File: src/rtl/uart_rx_framer.sv
// uart_rx_framer
// Recovers asynchronous frames (1 start bit, DATA_BITS data bits sent LSB first,
// 1 stop bit) from a serial line that the upstream 16x sampler has already
// synchronised. The sample tick comes from a local divider, so no tick wire
// crosses between stages. Each received byte is held in a valid/ready output
// register until downstream logic accepts it.
//
// Ports
//   clk_in         system clock; all logic runs on its rising edge
//   rst_n_in       synchronous active-low reset
//   sig_in         sampled serial line; idles high
//   ready_in       downstream accepts data_out this cycle
//   data_out       received byte; bit 0 is the first data bit on the line
//   valid_out      data_out holds a byte that has not been consumed yet
//   frame_err_out  1-cycle pulse: the stop bit was sampled low
//   overrun_out    1-cycle pulse: a new byte overwrote an unconsumed one
//   busy_out       high whenever the receiver is not idle
//
// state  | meaning
// -------+------------------------------------------------------------
// IDLE   | waiting for a low sample on the line (start edge)
// START  | counting to the middle of the start bit to reject glitches
// DATA   | sampling each data bit at its middle, shifting in LSB first
// STOP   | sampling the middle of the stop bit, then committing or erroring
module uart_rx_framer #(
  parameter int CLK_HZ       = 65_000_000,
  parameter int BAUD_RATE    = 9600,
  parameter int SAMP_PER_BIT = 16,
  parameter int DATA_BITS    = 8
) (
  input  logic                 clk_in,
  input  logic                 rst_n_in,
  input  logic                 sig_in,
  input  logic                 ready_in,
  output logic [DATA_BITS-1:0] data_out,
  output logic                 valid_out,
  output logic                 frame_err_out,
  output logic                 overrun_out,
  output logic                 busy_out
);

  localparam int DIV = CLK_HZ / (SAMP_PER_BIT * BAUD_RATE);
  localparam int DW  = $clog2(DIV) + 1;
  localparam int SW  = $clog2(SAMP_PER_BIT);
  localparam int BW  = $clog2(DATA_BITS) + 1;

  localparam logic [DW-1:0] DIV_LAST  = DW'(DIV - 1);
  localparam logic [SW-1:0] SCNT_MID  = SW'(SAMP_PER_BIT / 2 - 1);
  localparam logic [SW-1:0] SCNT_LAST = SW'(SAMP_PER_BIT - 1);
  localparam logic [BW-1:0] IDX_LAST  = BW'(DATA_BITS - 1);

  typedef enum logic [1:0] {
    S_IDLE,
    S_START,
    S_DATA,
    S_STOP
  } state_e;

  state_e                 state_q, state_d;
  logic [DW-1:0]          div_q, div_d;
  logic [SW-1:0]          scnt_q, scnt_d;
  logic [BW-1:0]          idx_q, idx_d;
  logic [DATA_BITS-1:0]   shift_q, shift_d, shift_nx;
  logic [DATA_BITS-1:0]   data_q, data_d;
  logic                   valid_q, valid_d;
  logic                   ferr_q, ferr_d;
  logic                   ovr_q, ovr_d;
  logic                   tick;
  logic                   byte_done;
  logic                   stop_bad;

  // Tick is high for the single cycle in which the down-counter sits at zero.
  assign tick = (div_q == '0);

  // State register: every flop in the block, with synchronous reset.
  always_ff @(posedge clk_in) begin
    if (!rst_n_in) begin
      state_q <= S_IDLE;
      div_q   <= DIV_LAST;
      scnt_q  <= '0;
      idx_q   <= '0;
      shift_q <= '0;
      data_q  <= '0;
      valid_q <= 1'b0;
      ferr_q  <= 1'b0;
      ovr_q   <= 1'b0;
    end else begin
      state_q <= state_d;
      div_q   <= div_d;
      scnt_q  <= scnt_d;
      idx_q   <= idx_d;
      shift_q <= shift_d;
      data_q  <= data_d;
      valid_q <= valid_d;
      ferr_q  <= ferr_d;
      ovr_q   <= ovr_d;
    end
  end

  // Shift right: the new sample enters at the MSB, so after the last data
  // bit the first bit received ends up in bit 0.
  always_comb begin
    shift_nx = '0;
    shift_nx[DATA_BITS-1] = sig_in;
    for (int i = 0; i < DATA_BITS - 1; i++) begin
      shift_nx[i] = shift_q[i+1];
    end
  end

  // Next-state logic; the receiver only moves on tick cycles.
  always_comb begin
    div_d     = tick ? DIV_LAST : div_q - 1'b1;
    state_d   = state_q;
    scnt_d    = scnt_q;
    idx_d     = idx_q;
    shift_d   = shift_q;
    byte_done = 1'b0;
    stop_bad  = 1'b0;
    if (tick) begin
      case (state_q)
        S_IDLE: begin
          if (!sig_in) begin
            state_d = S_START;
            scnt_d  = '0;
          end
        end
        S_START: begin
          if (scnt_q == SCNT_MID) begin
            scnt_d = '0;
            idx_d  = '0;
            // A line that is high again at mid start bit was only a glitch.
            state_d = sig_in ? S_IDLE : S_DATA;
          end else begin
            scnt_d = scnt_q + 1'b1;
          end
        end
        S_DATA: begin
          if (scnt_q == SCNT_LAST) begin
            shift_d = shift_nx;
            scnt_d  = '0;
            idx_d   = idx_q + 1'b1;
            if (idx_q == IDX_LAST) begin
              state_d = S_STOP;
            end
          end else begin
            scnt_d = scnt_q + 1'b1;
          end
        end
        S_STOP: begin
          if (scnt_q == SCNT_LAST) begin
            // Back to IDLE at mid stop bit so a back-to-back start edge is seen.
            state_d   = S_IDLE;
            scnt_d    = '0;
            byte_done = sig_in;
            stop_bad  = ~sig_in;
          end else begin
            scnt_d = scnt_q + 1'b1;
          end
        end
        default: state_d = S_IDLE;
      endcase
    end
  end

  // Output register logic. A byte landing in the same cycle as a transfer
  // refills the register without counting as an overrun.
  always_comb begin
    data_d  = data_q;
    valid_d = valid_q;
    if (valid_q && ready_in) begin
      valid_d = 1'b0;
    end
    if (byte_done) begin
      data_d  = shift_q;
      valid_d = 1'b1;
    end
    ferr_d = stop_bad;
    ovr_d  = byte_done & valid_q & ~ready_in;
  end

  assign data_out      = data_q;
  assign valid_out     = valid_q;
  assign frame_err_out = ferr_q;
  assign overrun_out   = ovr_q;
  assign busy_out      = (state_q != S_IDLE);

endmodule

File: config.mk
export PLATFORM = sky130hd
export DESIGN_NAME = uart_rx_framer
export DESIGN_NICKNAME = d
export VERILOG_FILES = /design/src/rtl/uart_rx_framer.sv
export SDC_FILE = /design/constraint.sdc
export NUM_CORES = 1
export LEC_CHECK = 0
export ABC_AREA = 1
export CAP_MARGIN = 20
export CELL_PAD_IN_SITES_DETAIL_PLACEMENT = 0
export CELL_PAD_IN_SITES_GLOBAL_PLACEMENT = 1
export CORE_MARGIN = 3
export CORE_UTILIZATION = 44
export DETAILED_ROUTE_END_ITERATION = 6
export PLACE_DENSITY_LB_ADDON = 0.1
export REMOVE_ABC_BUFFERS = 1
export SKIP_CTS_REPAIR_TIMING = 1
export SLEW_MARGIN = 10
export SYNTH_ARGS = -nofsm -noshare
export SYNTH_HDL_FRONTEND = slang
export SYNTH_SLANG_ARGS = --single-unit
File: constraint.sdc
create_clock -name clk_in -period 4.2 [get_ports clk_in]
set_clock_uncertainty 0.1 [all_clocks]
set_input_delay 1.26 -clock clk_in [delete_from_list [all_inputs] [get_ports clk_in]]
set_output_delay 1.26 -clock clk_in [all_outputs]
set_load 0.02 [all_outputs]
== Word level (Yosys, flattened, before mapping) ==
Cells that the tools add are included.
Widths: inputs -> output; s select.
Storage, ports and cells
  bits in registers: 39
  input port bits: 4
Cells by class
  add/subtract/negate cells: 3
  eq/ne operators: 11
  multiplexer cells: 19
  bitwise logic cells: 5
  reductions and logical operators: 13
Operators with widths (count)
  $mux 4: 5
  $mux 2: 6
  $pmux 4 s3: 1
  $logic_not 10->1: 1
  $ne 2x2->1 const B: 5
  $sub 10x1->10 const B: 1
  $add 4x1->4 const B: 2
  $eq 4x3->1 const B: 2
  $pmux 2 s4: 1
  $pmux 4 s2: 1
  $reduce_and 4->1: 2
  $reduce_and 6->1: 1
  $reduce_bool 2->1: 3
  $mux 1: 5
  $eq 2x2->1 const B: 2
  $eq 4x4->1 const B: 1
  $reduce_or 2->1: 2
  $not 1->1: 3
  $reduce_and 3->1: 1
  $and 1x1->1: 2
  $eq 2x1->1 const B: 1
  $logic_not 2->1: 1
  $reduce_and 2->1: 1
  $logic_and 1x1->1: 1

== Logic depth before layout (Yosys ltp) ==
Gate-level depths: netlist (run 1).
  depth in word-level cells: 6
  mapped depth: 10
  mapped depth without buffers: 10

== Worst setup path before layout (run 1) ==
Ideal clock, no wire load.
  path kind: input to register
  start: input port sig_in
  end: register data_q[0] (netlist: data_out[0])
  library setup time: 0.132 ns
  data arrival time: 1.899 ns
  data required time: 3.968 ns
  slack: 2.069 ns
  cell stages on the path: 5
  cell sequence: inv_1 -> nor3_4 -> nand2_2 -> nand2_1 -> a21oi_1
Between the ends
  word-level cells in the longest chain between the ends: 3
RTL lines
  start: declaration: RTL line 33  | input logic sig_in,
  $mux 1: RTL line 150  | if (scnt_q == SCNT_LAST) begin
  $mux 1: RTL line 120  | case (state_q)
  $mux 1: RTL line 119  | if (tick) begin
  end signal: assignment: RTL line 93  | data_q <= data_d;
  end: declaration: RTL line 64  | logic [DATA_BITS-1:0] data_q, data_d;
No other way between the ends.
A chain may end at the register's enable or synchronous reset.

== Worst setup path in the final report (run 1) ==
  start: register state_q[0]
  end: output port busy_out
Between the ends
  word-level cells in the longest chain between the ends: 1
RTL lines
  start: declaration: RTL line 59  | state_e state_q, state_d;
  start signal: assignment: RTL line 88  | state_q <= state_d;
  $reduce_bool 2->1: RTL line 185  | assign busy_out = (state_q != S_IDLE);
  end: declaration: RTL line 39  | output logic busy_out
No other way between the ends.

==> summary.md, run 1 <==
| Metric | Value |
|---|---|
| Multi-input logic area | `slightly below 900 um^2` |
| PD cells | `349.3 nW/um^2` |
| Share of layout cells above drive strength 1 | `about 14%` |
| Pre-CTS setup slack | `1350 ps` |
| Vias/cell | `4.917` |
| Final setup vio count | `0` |
| Max-Cap Viols | `0` |
| Inserted Diodes | `0` |
| Placed cell count | `294` |
| Flop pwr share | `51.9%` |
| Largest net degree at the start of global routing | `26` |
| Crit share post-route | `about two thirds` |
| Synthesized area | `1762 um^2` |
| # rows | `22` |
| Final Cell Area | `2077 um^2` |
| GRT Overall Usage | `15.30%` |
| Max_slew headroom | `65.46%` |
| Final hold vios | `0` |
| Status | `completed` |
| Initial antenna violation count | `0` |
| Switching Share | `about a fifth` |
| Post-layout min period | `2854 ps` |
| FF/Latch Area | `780.7 um^2` |
| Root Buffer | `clkbuf_8` |
| Post-Syn Instances | `234` |
| CTS Buffer Depth | `2` |
| Post-synth EDFFs | `0` |
| Synth warn | `0` |
| Drt total wl | `~3400 um` |
| Hold WC Path Type | `flip-flop to flip-flop` |
| Setup WS post-layout | `1346 ps` |
| RSZ-0062 raised after global routing | `false` |
| Worst skew pair latency | `290 ps` |
| Total global routing overflow | `0` |
| HPWL Detailed | `2447 um` |
| Layout area overhead | `17.90%` |
| # IOs | `16` |
| Critical path startpoint category | `flip-flop` |
| Die Y | `69.28 um` |
| Post-synthesis cell type count | `26` |
| Most used flip-flop cell after synthesis | `dfxtp_1` |
| Synth Area per Inst | `7.529 um^2` |
| WP data required | `2840 ps` |
| Maximum VDD drop | `0.0001672 V` |
| Final slew viol count | `0` |
| Critical path peak fanout | `6` |
| Vias in the first global route | `between 1000 and 1500` |
| Synth async-reset ratio | `0%` |
| TritonCTS sink count | `39` |
| Int Power | `0.5748 mW` |
| Initial cell density of the core | `a little under half` |
| Worst Tran Pin Value | `517.6 ps` |
| Comb pwr share | `3.7%` |
| First-pass GRT wire length | `6009 um` |
| PortBufs | `15` |
| TNS Setup | `0 ps` |
| DRT Pass-1 Iters | `4` |
| Sequential fraction of the synthesis area | `between 40 and 50%` |
| Net Sw Power | `0.1507 mW` |
| Kind of critical path | `flip-flop to primary output` |
| Arrival time at the worst endpoint | `1490 ps` |
| Seq cells post-synth | `39` |
| Fin cells | `302` |
| CORE AREA | `3771 um^2` |
| Clk network pwr share | `44.4%` |
| Initial drt markers | `just under 60` |
| Max Clk Rate | `350.4 MHz` |
| Die area | `4799 um^2` |
| Placed cell area | `1959 um^2` |
| Leakage | `0.8176 nW` |
| Clock transition at path regs | `about 80 ps` |
| Crit path capture type | `primary output` |
| Wire per inst | `11.42 um` |
| Antenna-violating nets left | `0` |
| CTS tree | `built` |
| Routability Congestion | `0.7593` |
| Chip Width | `approximately 69 um` |
| CTS Buf Count | `5` |
| Final nets | `260` |
| Vias | `approximately 1500` |
| FILL cells | `around 380` |
| DRC viols | `0` |
| Htree depth | `2` |
[routing by layer]
layer  up-vias  GRT usage [%]  share of wire, %
li1        802              -                 -
met1       653          21.06                53
met2        24          22.35                41
met3         6          4.928               4.0
met4         0          5.423               1.5
met5         -              0                 0
[cells in the final DEF, fill, tap and decap left out, types with 2 or more instances in the layout]
cell type	instances
inv_2	12
nor2_2	3
nor2_4	3
clkbuf_8	6
o21ai_1	4
a21oi_1	30
clkdlybuf4s50_1	15
inv_1	13
nor3_1	2
nor2_1	26
nand3_1	30
nand3_4	2
nand2_1	49
ha_1	3
xor2_1	3
nand2_2	3
dfxtp_1	39
[cells in the mapped netlist (3+ instances only)]
cell type,n,area (um^2)
ha_1,3,37.54
nor2_2,3,18.77
nand2_1,49,183.9
dfxtp_1,39,780.8
nand3_1,30,150.1
o21ai_1,4,20.02
nor2_1,26,97.59
a21oi_1,30,150.1
inv_2,12,45.04
nor2_4,3,33.78
nand2_2,3,18.77
inv_1,13,48.80
xor2_1,3,26.28
[final timing paths]
path	start	to	slack, ps	cells past startpoint
worst min-delay path	div_q[0]	div_q[0]	320	1
worst max-delay path	state_q[0]	busy_out	1350	3
worst min register to register	div_q[0]	div_q[0]	320	1
worst max register to register	flip-flop	idx_q[0]	2380	7
[sequential cells by signal, summed over array words and instances (netlist names), named ones only]
name,flops
state_q,1
scnt_q,4
data_out,8
frame_err_out,1
valid_out,1
idx_q,4
shift_q,8
div_q,10
overrun_out,1
[kinds of logic after synthesis]
kind of cell | after synthesis | share of synthesized area, %
DFF | 39 | 44.32
AOI/OAI and AO/OA | 37 | 11.01
buffers and inverters | 28 | 6.037
and+or+nand+nor | 123 | 34.52
adders and majority gates | 3 | 2.131
xor gates and xnor gates | 4 | 1.989
[power groups by stage]
stage	Sequential (mW)	Clock, mW	Combinational [mW]
6_report	0.376	0.322	0.0269
2_1_floorplan	0.384	0	0.0180
4_1_cts	0.376	0.331	0.0270
5_1_grt	0.377	0.343	0.0302
3_3_place_gp	0.385	0	0.0271
3_5_place_dp	0.385	0	0.0267
[area by class of cell]
type	count	area share (%)
clock inverters	2	1.687
flip-flops and latches	39	37.59
clock buffers	6	3.976
inverters	25	4.518
multi-input cells	167	42.11
well taps	48	2.892
repair buffers	15	7.229
[critical path: stages, from the launching register on]
cell and delay (ps):
dfxtp_1 430, nor2_1 100, inv_2 80, clkdlybuf4s50_1 600
[through the flow]
stage	hold WS [ps]	power (mW)	util (%)
after global routing	326.0	0.7501	55.08
final	319.5	0.7255	55.08
after detailed placement	308.1	0.4118	51.96
after global placement	302.0	0.4121	51.96
after floorplan	292.5	0.4025	-
after CTS	319.4	0.7344	55.08
No activity file was read; power rests on OpenSTA's default activity.
==> inputs of run 2 (changes only) <==
--- a/config.mk
+++ b/config.mk
@@ -10,7 +10,7 @@
 export CELL_PAD_IN_SITES_DETAIL_PLACEMENT = 0
 export CELL_PAD_IN_SITES_GLOBAL_PLACEMENT = 1
 export CORE_MARGIN = 3
-export CORE_UTILIZATION = 44
+export CORE_UTILIZATION = 41
 export DETAILED_ROUTE_END_ITERATION = 6
 export PLACE_DENSITY_LB_ADDON = 0.1
 export REMOVE_ABC_BUFFERS = 1
==> constraint.sdc (replaced) <==
create_clock -name clk_in -period 2.75 [get_ports clk_in]
set_clock_uncertainty 0.1 [all_clocks]
set_input_delay 0.825 -clock clk_in [delete_from_list [all_inputs] [get_ports clk_in]]
set_output_delay 0.825 -clock clk_in [all_outputs]
set_load 0.02 [all_outputs]
==> run 2 against run 1 <==
- worst setup slack got worse by 1000 ps
- via count increased by 0.20%
- largest power group unchanged
- critical path depth unchanged
- first-iteration DRC count decreased by 29%
- clock-buffer cell count unchanged
- combinational power increased by 55%
- hold slack about the same
- register-to-register slack got worse by 1400 ps
- clock power increased by 19%
- wire length increased by 0.35%
==> summary.md, run 2 (same netlist as run 1, synthesis figures left out) <==
| Metric | Value |
|---|---|
| Max_slew headroom | `69.52% (+4.1 points)` |
| Initial drt markers | `41 (-29%)` |
| CORE AREA | `4086 um^2 (+8.4%)` |
| Routability Congestion | `0.7710 (+1.5%)` |
| Final nets | `262 (+0.77%)` |
| First-pass GRT wire length | `6092 um (+1.4%)` |
| DRT Pass-1 Iters | `4 (unchanged)` |
| Crit share post-route | `88.16%` |
| Chip Width | `71.55 um (+3.3%)` |
| Final hold vios | `0 (unchanged)` |
| Wire per inst | `11.35 um (-0.64%)` |
| Initial cell density of the core | `43.11% (-3.6 points)` |
| Commonest non-fill, non-tap cell in the layout | `nand2_1` |
| Drt total wl | `3461 um (+0.35%)` |
| Hold WC Path Type | `flip-flop to flip-flop` |
| Inserted Diodes | `0 (unchanged)` |
| Worst skew pair latency | `280 ps (about the same)` |
| Worst Tran Pin Value | `456.5 ps (-61.04 ps)` |
| Initial antenna violation count | `0 (unchanged)` |
| Post-route core utilization | `50.52% (-4.6 points)` |
| Crit path capture type | `primary output` |
| Htree depth | `2 (unchanged)` |
| Multi-input logic area | `874.6 um^2 (unchanged)` |
| Antenna-violating nets left | `0 (unchanged)` |
| TNS Setup | `0 ps (unchanged)` |
| Hold path startpoint | `div_q[0]` |
| Share of layout cells above drive strength 1 | `14.12% (+0.34 points)` |
| GRT Overall Usage | `14.93% (-0.37 points)` |
| Crit path from | `state_q[0]` |
| HPWL Detailed | `2526 um (+3.2%)` |
| PortBufs | `15 (unchanged)` |
| Leakage | `0.8138 nW (-0.47%)` |
| RSZ-0062 raised after global routing | `false` |
| Critical path peak fanout | `6 (unchanged)` |
| Die Y | `71.55 um (+3.3%)` |
| # IOs | `16 (unchanged)` |
| Layout area overhead | `17.19%` |
| Vias | `1488 (+0.20%)` |
| Vias in the first global route | `1409 (+5.0%)` |
| Largest net degree at the start of global routing | `26 (unchanged)` |
| Arrival time at the worst endpoint | `1500 ps (about the same)` |
| Most flops, register | `div_q` |
| Max reg flops | `10 (unchanged)` |
| CTS tree | `built` |
| Maximum VDD drop | `0.0002051 V (+23%)` |
| FILL cells | `416 (+10%)` |
| Max-Cap Viols | `0 (unchanged)` |
| CTS Buffer Depth | `2 (unchanged)` |
| Final slew viol count | `0 (unchanged)` |
| Placed cell count | `298 (+1.4%)` |
| # rows | `23 (+4.5%)` |
| Die area | `5119 um^2 (+6.7%)` |
| CTS Buf Count | `5 (unchanged)` |
| Clock transition at path regs | `70 ps (about the same)` |
| Total global routing overflow | `0 (unchanged)` |
| FF/Latch Area | `780.7 um^2 (unchanged)` |
| TritonCTS sink count | `39 (unchanged)` |
| Fin cells | `305 (+0.99%)` |
| Vias/cell | `4.879 (-0.78%)` |
| Critical path startpoint category | `flip-flop` |
| Max Clk Rate | `just over 400 MHz` |
| WP data required | `1830 ps (-1010 ps)` |
| Status | `completed` |
| Post-layout min period | `between 2000 and 2500 ps` |
| Final setup vio count | `0 (unchanged)` |
| Root Buffer | `clkbuf_8` |
| R2r startpoint | `div_q[0]` |
| Most frequent cells in the layout | `49 x nand2_1, 39 x dfxtp_1, 30 x nand3_1, 30 x a21oi_1, 26 x nor2_1` |
| Kind of critical path | `flip-flop to primary output` |
| PD cells | `484.0 nW/um^2 (+39%)` |
| DRC viols | `0 (unchanged)` |
[run 2: cell types whose count changed in the layout (fill, tap and decap cells not counted), sizes merged]
cell,delta
bufinv,-1
buf,+2
[run 2: critical path: stages, from the launching register on]
cell and delay (ps):
dfxtp_1 440, nor2_1 90, inv_2 80, clkdlybuf4s50_1 600
[run 2: where the power goes]
group / total, mW / switching [mW] / internal [mW]
clock network: 0.383 / 0.186 / 0.197
logic: 0.0417 / 0.0272 / 0.0145
registers: 0.575 / 0.00410 / 0.571
total: 0.999 / 0.217 / 0.782
[run 2: metal layers]
metal  vias to the layer above  GRT usage, %  wire length (um)
met4                         0         6.263                60
met2                        20         22.86              1474
met1                       655         20.26              1790
met3                         7         3.366               135
li1                        806             -                 -
met5                         -             0                 0
[run 2: area by class of cell]
type | count | area share, %
Clock buffer | 6 | 4.000
Clock inverter | 1 | 0.2424
Inverter | 25 | 4.545
Multi-Input combinational cell | 167 | 42.36
Sequential cell | 39 | 37.82
Tap cell | 50 | 3.030
Timing Repair Buffer | 17 | 8.000
[run 2: path summary, 6_finish.rpt]
| check | end | slack [ps] | depth (start not counted) |
|---|---|---|---|
| worst max-delay path | busy_out | 330 | 3 |
| worst min-delay path | div_q[0] | 320 | 1 |
| worst max register to register | data_out[6] | 1020 | 9 |
| worst min register to register | div_q[0] | 320 | 1 |
[run 2: per-stage QoR]
step	setup slack (ps)	total power, mW	hold slack, ps	cell area [um^2]
2_1_floorplan	1054	0.6148	292.5	1749
5_1_grt	239.7	1.045	346.1	2064
6_report	325.6	0.9992	319.9	2064
3_3_place_gp	335.4	0.6306	302.1	1977
4_1_cts	302.4	1.021	324.1	2064
3_5_place_dp	290.4	0.6302	313.3	1977
